===== src/rtl/trdb_filter_multi.sv =====
// Trace-encoder instruction filter with NUM_CMP programmable comparators and a
// start/stop trace window. All outputs are registered one cycle after the instruction.

package trdb_pkg;
  localparam int XLEN      = 32;
  localparam int CAUSE_LEN = 5;
  localparam int PRIV_LEN  = 2;

  typedef enum logic [2:0] {
    SRC_CAUSE = 3'd0,
    SRC_TVEC  = 3'd1,
    SRC_TVAL  = 3'd2,
    SRC_PRIV  = 3'd3,
    SRC_IADDR = 3'd4
  } cmp_src_e;

  typedef enum logic [1:0] {
    ROLE_QUAL  = 2'd0,
    ROLE_START = 2'd1,
    ROLE_STOP  = 2'd2,
    ROLE_RSVD  = 2'd3
  } cmp_role_e;

  typedef enum logic {
    MODE_MATCH = 1'b0,
    MODE_RANGE = 1'b1
  } cmp_mode_e;

  typedef enum logic {
    WIN_CLOSED = 1'b0,
    WIN_OPEN   = 1'b1
  } win_state_e;
endpackage

module trdb_filter_multi #(
  parameter int NUM_CMP   = 4,
  parameter int XLEN      = trdb_pkg::XLEN,
  parameter int CAUSE_LEN = trdb_pkg::CAUSE_LEN,
  parameter int PRIV_LEN  = trdb_pkg::PRIV_LEN,
  parameter int IDX_W     = (NUM_CMP > 1) ? $clog2(NUM_CMP) : 1
) (
  input  logic                 clk_i,
  input  logic                 rst_i,
  input  logic                 trace_enable_i,
  input  logic                 valid_i,
  input  logic [CAUSE_LEN-1:0] cause_i,
  input  logic [XLEN-3:0]      tvec_i,
  input  logic [XLEN-1:0]      tval_i,
  input  logic [PRIV_LEN-1:0]  priv_lvl_i,
  input  logic [XLEN-1:0]      iaddr_i,
  input  logic                 cfg_we_i,
  input  logic [IDX_W-1:0]     cfg_idx_i,
  input  logic                 cfg_en_i,
  input  logic [2:0]           cfg_src_i,
  input  logic                 cfg_mode_i,
  input  logic [1:0]           cfg_role_i,
  input  logic [XLEN-1:0]      cfg_lower_i,
  input  logic [XLEN-1:0]      cfg_upper_i,
  input  logic                 window_mode_i,
  output logic                 nc_qualified_o,
  output logic                 qualified_valid_o,
  output logic                 window_open_o,
  output logic [NUM_CMP-1:0]   hit_o
);

  import trdb_pkg::*;

  typedef struct packed {
    logic            en;
    logic [2:0]      src;
    logic            mode;
    logic [1:0]      role;
    logic [XLEN-1:0] lower;
    logic [XLEN-1:0] upper;
  } cmp_cfg_t;

  cmp_cfg_t     cfg_q [NUM_CMP];
  cmp_cfg_t     cfg_d [NUM_CMP];
  win_state_e   state_q, state_d;
  logic         nc_qualified_q, nc_qualified_d;
  logic         qualified_valid_q, qualified_valid_d;
  logic [NUM_CMP-1:0] hit_q, hit_d;

  logic [XLEN-1:0]    operand [NUM_CMP];
  logic [NUM_CMP-1:0] src_ok;
  logic [NUM_CMP-1:0] cmp_ok;
  logic [NUM_CMP-1:0] raw_hit;
  logic               qual;
  logic               start_hit;
  logic               stop_hit;
  logic               in_window;
  logic               advance;

  // Config write: comparisons in the write cycle still see cfg_q; an index with no
  // matching entry falls through the loop and is dropped.
  always_comb begin
    // NOTE: every always_comb target gets a default before any branch so no latch is inferred.
    cfg_d = cfg_q;
    for (int k = 0; k < NUM_CMP; k++) begin
      if (cfg_we_i && (cfg_idx_i == IDX_W'(k))) begin
        cfg_d[k].en    = cfg_en_i;
        cfg_d[k].src   = cfg_src_i;
        cfg_d[k].mode  = cfg_mode_i;
        cfg_d[k].role  = cfg_role_i;
        cfg_d[k].lower = cfg_lower_i;
        cfg_d[k].upper = cfg_upper_i;
      end
    end
  end

  // Per-comparator operand select and compare; reserved sources and roles never hit.
  always_comb begin
    for (int k = 0; k < NUM_CMP; k++) begin
      operand[k] = '0;
      src_ok[k]  = 1'b1;
      unique case (cfg_q[k].src)
        SRC_CAUSE: operand[k] = XLEN'(cause_i);
        SRC_TVEC:  operand[k] = {tvec_i, 2'b00};
        SRC_TVAL:  operand[k] = tval_i;
        SRC_PRIV:  operand[k] = XLEN'(priv_lvl_i);
        SRC_IADDR: operand[k] = iaddr_i;
        default:   src_ok[k]  = 1'b0;
      endcase

      if (cfg_q[k].mode == MODE_RANGE) begin
        cmp_ok[k] = (operand[k] >= cfg_q[k].lower) && (operand[k] <= cfg_q[k].upper);
      end else begin
        cmp_ok[k] = (operand[k] == cfg_q[k].lower);
      end

      raw_hit[k] = cfg_q[k].en && valid_i && src_ok[k] && cmp_ok[k] &&
                   (cfg_q[k].role != ROLE_RSVD);
    end
  end

  // Qualify comparators are ANDed (vacuously true when none is enabled);
  // start/stop comparators are ORed.
  always_comb begin
    qual      = 1'b1;
    start_hit = 1'b0;
    stop_hit  = 1'b0;
    for (int k = 0; k < NUM_CMP; k++) begin
      if (cfg_q[k].en && (cfg_q[k].role == ROLE_QUAL) && !raw_hit[k]) begin
        qual = 1'b0;
      end
      if (cfg_q[k].role == ROLE_START) start_hit = start_hit | raw_hit[k];
      if (cfg_q[k].role == ROLE_STOP)  stop_hit  = stop_hit  | raw_hit[k];
    end
  end

  // Window FSM next state.
  always_comb begin
    state_d = state_q;
    advance = valid_i && trace_enable_i && window_mode_i;
    if (!window_mode_i || !trace_enable_i) begin
      state_d = WIN_CLOSED;
    end else if (advance) begin
      unique case (state_q)
        WIN_CLOSED: if (start_hit && !stop_hit) state_d = WIN_OPEN;
        WIN_OPEN:   if (stop_hit)               state_d = WIN_CLOSED;
        default:    state_d = WIN_CLOSED;
      endcase
    end
  end

  // A start instruction is inside its own window; a stop instruction is inside
  // the window it closes because OPEN is still the registered state.
  always_comb begin
    in_window         = !window_mode_i || (state_q == WIN_OPEN) || start_hit;
    nc_qualified_d    = valid_i && trace_enable_i && qual && in_window;
    qualified_valid_d = valid_i && trace_enable_i;
    hit_d             = raw_hit;
  end

  always_ff @(posedge clk_i) begin
    if (rst_i) begin
      state_q           <= WIN_CLOSED;
      nc_qualified_q    <= 1'b0;
      qualified_valid_q <= 1'b0;
      hit_q             <= '0;
      // NOTE: the comparator table is reset on purpose; a reset must force software
      // to reprogram the filter before any window can reopen.
      for (int k = 0; k < NUM_CMP; k++) begin
        cfg_q[k] <= '0;
      end
    end else begin
      // NOTE: sequential state uses non-blocking assignment so every flop samples
      // the same pre-edge values.
      state_q           <= state_d;
      nc_qualified_q    <= nc_qualified_d;
      qualified_valid_q <= qualified_valid_d;
      hit_q             <= hit_d;
      cfg_q             <= cfg_d;
    end
  end

  assign nc_qualified_o    = nc_qualified_q;
  assign qualified_valid_o = qualified_valid_q;
  assign window_open_o     = (state_q == WIN_OPEN);
  assign hit_o             = hit_q;

endmodule


===== config.mk =====
export PLATFORM = sky130hd
export DESIGN_NAME = trdb_filter_multi
export DESIGN_NICKNAME = d
export VERILOG_FILES = /design/src/rtl/trdb_filter_multi.sv
export SDC_FILE = /design/constraint.sdc
export NUM_CORES = 1
export LEC_CHECK = 0
export BUFFER_PORTS_ARGS = -buffer_cell sky130_fd_sc_hd__buf_4
export CAP_MARGIN = 20
export CORE_MARGIN = 2
export CORE_UTILIZATION = 42
export DETAILED_ROUTE_END_ITERATION = 7
export GPL_ROUTABILITY_DRIVEN = 0
export PLACE_DENSITY_LB_ADDON = 0.15
export SYNTH_ARGS = -nofsm -noshare
export SYNTH_HDL_FRONTEND = slang
export SYNTH_SLANG_ARGS = --single-unit

===== constraint.sdc =====
create_clock -name clk_i -period 3.6 [get_ports clk_i]
set_input_delay 0.18 -clock clk_i [delete_from_list [all_inputs] [get_ports clk_i]]
set_output_delay 0.18 -clock clk_i [all_outputs]
set_load 0.01 [all_outputs]

==> metrics, run 1 <==
Power, Total=roughly 9.6 mW; worst IR drop on VDD=0.0002997 V; Cell Area, Placed=about 23000 um^2; final setup vio count=2; failing checks=setup timing; R2R setup slack=-0.13 ns; slew margin rel.=32.45%; Design Area, Final=about 26000 um^2; Clock Tree Root=clkbuf_16; TritonCTS clock tree=yes; Worst-path clk slew=about 0.070 ns; setup clock skew after layout=just under 0.03 ns; run status=complete, but fails checks; initial drt markers=2191; CP Class=reg2reg; pre-CTS WS=-0.4137 ns; setup TNS=-0.1834 ns; H-tree depth=2; Syn. warnings=0; layout cells sized above 1=19.85%; sw frac=about a third; HPWL Detailed=~58000 um; CP startpoint=cfg_q[138]; vias in the first global route=20630; Remaining Overflow, GRT=0; Mapped Cells=roughly 2700; net switching power=roughly 3.0 mW; leading area contributor after synthesis=dfxtp_1; num ports=187; internal power=6.547 mW; Die Y=around 220 um; most frequent cells in the layout=731 x nand2_1, 442 x buf_4, 371 x a21oi_1; PnR worst setup slack=-0.1274 ns; top cells by area, synth=dfxtp_1 30%, ha_1 17%, nand2_1 14%; MaxCap Viol Count=0; Tmin final=roughly 3.7 ns; Clk Latency, worst-skew pair=around 0.56 ns; clock share of power=a little under two fifths; min-delay worst type=in2reg; starting density of the core=a little over two fifths; initial antenna violation count=0; RSZ-0062 raised after global routing=true; global-route wire length before repair=approximately 120000 um; DR WL/cell=20.85 um; max frequency=~0.27 GHz; largest net degree at the start of global routing=around 110; Worst Path Arrival=roughly 4.2 ns; Vias/cell=5.667; Layout Utilization=about 57%; Worst Min Path Start=trace_enable_i; actual slew at the worst max-slew pin=about 1 ns; ANT cells=0; all-layer global routing usage=approximately 32%; Avg Inst Size Synth=approximately 7 um^2; Routed Antenna Nets=0; fin crit share=103.5%; r2r startpoint=cfg_q[138]; DRT Pass-1 Iters=6; crit path capture type=flip-flop; CTS max path bufs=3; top cell type's share of synthesized area=30.31%; Port Buffer Count=~190; die width=roughly 220 um; clock buffer count from CTS=36; Netlist cell types=61; crit path launch type=flip-flop; routed vias=between 20000 and 25000; Area Overhead vs Synth=33.28%; LEAKAGE=between 10 and 15 nW; most common cell after layout, fill and taps aside=nand2_1; Slew Limit Fails=0; clock sinks=about 290; multi-input logic area=approximately 12000 um^2; Core Area=approximately 45000 um^2; Synth Register Bits=between 200 and 300; P per Cell Area=372.9 nW/um^2; Worst EP required=about 4.1 ns; asr flop ratio synth=0%; fillcell total=about 4300; die area=~47000 um^2; Worst Path Max Fanout=6; placed insts=approximately 3600; Row Count=just under 80; final wirelength=approximately 80000 um; Mapped Area=~19000 um^2; Comb pwr share=between 20% and 30%; WHS=between 0.06 and 0.07 ns; DRC=0; Seq pwr share=between 30% and 40%; Final Hold Fails=0; Post-synth EDFFs=0; Syn Nets=3130; fin nets=between 3000 and 4000; sequential element share of the synthesized area=between 30% and 40%; Post-synth top flop=dfxtp_1; FF+latch area=roughly 5800 um^2; Non-Filler Instances=between 3000 and 4000
==> cells by family (layout without fill, tap and decap cells) <==
group / count (synthesis) / after routing / synth area share [%]
simple gates: 953 / 953 / 20.70
compound gates: 760 / 760 / 23.16
buf+inv: 416 / 874 / 8.164
flops: 291 / 291 / 30.31
fa+ha+maj: 254 / 254 / 16.54
mux: 20 / 20 / 1.042
xor+xnor: 2 / 2 / 0.09116
==> flip-flops by register name (all words and copies together) (netlist names) <==
| name | cells |
|---|---|
| cfg_q | 284 |
| hit_o | 4 |
| nc_qualified_o | 1 |
| qualified_valid_o | 1 |
| window_open_o | 1 |
==> cell usage after synthesis, types with 3 or more instances <==
cell type	instances
o31ai_1	5
nand3_1	37
mux2i_1	20
a2111oi_0	3
a211o_1	8
o221ai_1	3
buf_1	4
dfxtp_1	291
or3_1	5
nor2_1	54
o22ai_1	3
a21boi_0	3
nor2b_1	17
ha_1	254
and4_1	3
nor3b_1	7
o211ai_1	14
a211oi_1	13
a22oi_1	109
nor4_1	11
or2_2	4
inv_1	264
a21o_1	23
o21a_1	6
a21oi_1	373
and3_1	4
and2_1	4
a221oi_1	8
o21ai_0	154
nor3_1	13
a31oi_1	12
nand4_1	50
nand2_1	732
clkbuf_1	147
==> metal layers <==
layer / wire [um] / global-route usage (%)
met3: 6595 / 5.007
met1: 31390 / 40.18
met2: 36120 / 53.87
met5: 0 / 0
met4: 4160 / 16.73
==> critical path, stage by stage (launching register included) <==
cell and delay, ns:
dfxtp_4 0.37, nor2b_4 0.14, buf_8 0.13, buf_4 0.16, a22oi_2 0.18, o21ai_1 0.07
buf_4 0.14, ha_1 0.29, a211o_1 0.28, a21oi_1 0.15, a31oi_1 0.14, o41a_1 0.45
a311o_1 0.33, o41ai_2 0.33, a211oi_2 0.11, a21o_1 0.18, a211oi_2 0.20
==> power groups by stage <==
stage,logic (mW),clock network (mW),registers [mW]
CTS,2.40,3.71,3.39
floorplan,1.09,0,3.44
global route,2.69,3.83,3.40
detailed placement,2.24,0,3.46
finish,2.50,3.66,3.39
global placement,2.20,0,3.45
==> final cells by class <==
class	instances	area share, %
repair buffers	546	17.75
clock buffers	45	3.927
multi-input cells	1989	48.07
clock inverters	19	0.6594
inverters	264	3.869
flip-flops and latches	291	22.80
well taps	600	2.931
==> final timing paths <==
check                                    endpoint  cells past startpoint
worst max-delay path                window_open_o                     16
worst min-delay path            qualified_valid_o                      3
worst max register to register      window_open_o                     16
worst min register to register         cfg_q[104]                      2
==> timing repair <==
item                       in CTS  in global routing
resized for setup              95                 67
buffers inserted                9                  3
hold buffers                   73                  0
cloned                          1                  1
setup endpoints to repair       4                  4
hold endpoints to repair      286                  0
pin swaps                      21                 30
(Power assumes the default switching activity.)
==> run 2, diff against run 1 <==
- PLACE_DENSITY_LB_ADDON: 0.15 -> default
==> metrics, run 2 (synthesis results as in run 1) <==
most common cell after layout, fill and taps aside=nand2_1; FF-to-FF path depth=13 (-3); fin nets=3545 (-0.48%); run status=complete, but fails checks; crit path capture type=flip-flop; routed vias=21490 (+1.0%); num ports=187 (unchanged); critical path's slowest cell=buf_4; LEAKAGE=10.33 nW (+0.42%); PnR worst setup slack=-0.1500 ns (-0.02260 ns); Power, Total=9.848 mW (+3.1%); HPWL Detailed=57660 um (-0.35%); die area=47480 um^2 (unchanged); H-tree depth=2 (unchanged); crit path launch type=flip-flop; clock sinks=291 (unchanged); CP top delay family=compound AO/OA/AOI/OAI gates; Worst Path Max Fanout=34 (+28); CP Class=reg2reg; max frequency=0.2667 GHz (-0.60%); Die Y=217.9 um (unchanged); Worst EP required=4.10 ns (+0.02 ns); CP dominant cell by count=buf_4; all-layer global routing usage=32.44% (+0.14 points); layout cells sized above 1=19.39% (-0.46 points); Core Area=45280 um^2 (unchanged); RSZ-0062 raised after global routing=true; global-route wire length before repair=118300 um (+0.57%); DRC=0 (unchanged); Slew Limit Fails=0 (unchanged); failing checks=setup timing; Largest Register=cfg_q; initial antenna violation count=0 (unchanged); slew margin rel.=31.27% (-1.2 points); starting density of the core=42.44% (unchanged); Tmin final=3.750 ns (+0.02260 ns); largest net degree at the start of global routing=104 (-2.8%); min-delay worst type=in2reg; die width=217.9 um (unchanged); Clock Tree Root=clkbuf_16; MaxCap Viol Count=0 (unchanged); most frequent cells in the layout=732 x nand2_1, 419 x buf_4, 368 x a21oi_1; Port Buffer Count=186 (unchanged); hold path cells=3 (unchanged); DRT Pass-1 Iters=6 (unchanged); worst IR drop on VDD=0.0004513 V (+51%); Row Count=78 (unchanged); cell depth of the worst setup path=13 (-3); Crit path largest cell delay=0.43 ns (-0.02 ns); Worst Path Arrival=4.25 ns (+0.04 ns); P per Cell Area=381.9 nW/um^2 (+2.4%); Vias/cell=5.753 (+1.5%); Area Overhead vs Synth=34.17%; ANT cells=0 (unchanged); max FFs per register=284 (unchanged); final setup vio count=2 (unchanged); actual slew at the worst max-slew pin=1.031 ns (+0.01777 ns); Routed Antenna Nets=0 (unchanged); Worst-path clk slew=0.06 ns (about the same); clock buffer count from CTS=37 (+2.8%); DR WL/cell=21.23 um (+1.8%); setup clock skew after layout=0.02792 ns (-0.0009742 ns); Clk Latency, worst-skew pair=0.57 ns (about the same); Final Hold Fails=0 (unchanged); initial drt markers=2066 (-5.7%); Buf/Inv on CP=2 (-1); setup TNS=-0.1918 ns (-0.008443 ns); CTS max path bufs=3 (unchanged); vias in the first global route=20880 (+1.2%); Remaining Overflow, GRT=0 (unchanged); fillcell total=4316 (+1.4%); final wirelength=79310 um (+1.3%); critical-path cell list=buf_4, o21ai_1, buf_4, ha_1, nand4_1, o21bai_1, a31oi_2, o41a_1, a311o_1, o41ai_4, a211oi_4, a21o_1, a211oi_2; TritonCTS clock tree=yes; fin crit share=104.2% (+0.63 points)
[run 2: cell count changes in the layout (fill, tap and decap cells not counted), moves of 4 or more]
cell / change
clkbuf_1: +6
dfxtp_4: +5
clkinv_2: -8
clkbuf_16: +4
dfxtp_2: -4
buf_4: -23
o21ai_1: +19
buf_12: +5
o21ai_0: -17
[run 2: cell type report]
class | instances | area [um^2] | share of cell area (%)
clock inverters | 10 | 147.6 | 0.5726
repair buffers | 528 | 4532 | 17.58
clock buffers | 54 | 1092 | 4.236
inverters | 264 | 991.0 | 3.843
well taps | 600 | 750.7 | 2.911
flip-flops and latches | 291 | 5853 | 22.70
multi-input cells | 1989 | 12420 | 48.16
[run 2: repair_timing]
item | 4_1_cts | 5_1_grt
endpoints found under the setup margin | 5 | 4
hold buffers | 73 | 0
gates resized for setup | 95 | 103
cloned | 1 | 3
buffers inserted | 7 | 11
pin swaps | 17 | 41
hold endpoints to repair | 286 | 0
[run 2: path summary, 6_finish.rpt]
kind | slack, ns | from | endpoint
min | 0.05 | trace_enable_i | qualified_valid_o
min reg2reg | 0.45 | cfg_q[3] | cfg_q[3]
max reg2reg | -0.15 | cfg_q[140] | window_open_o
max | -0.15 | cfg_q[140] | window_open_o
[run 2: per-layer routing]
layer	share of wire, %	track usage (%)	vias up
li1	-	-	10050
met1	39	39.83	10060
met2	46	53.35	1109
met3	8.8	5.537	275
met4	6.2	19.00	0
met5	0	0	-
[run 2: tightest hold or removal path: cells and delay by family]
family,cells,cell delay [ns]
buf+inv,1,0.07
simple gates,2,0.32
[run 2: through the flow]
step	std cells	cell area [um^2]	setup slack [ns]	utilization (%)	hold WS (ns)
global route	3736	25780	-0.2413	56.94	0.07923
finish	3736	25780	-0.1500	56.94	0.04543
CTS	3723	25250	0.001359	55.77	0.03312
floorplan	2696	19220	-0.01858	-	0.3160
global placement	3578	22920	-0.4428	50.62	0.4416
detailed placement	3578	22920	-0.4367	50.62	0.4465
[run 2: power breakdown]
part	internal, mW	switching (mW)
clock	2.32	1.55
sequential	3.32	0.0675
combinational	1.11	1.47
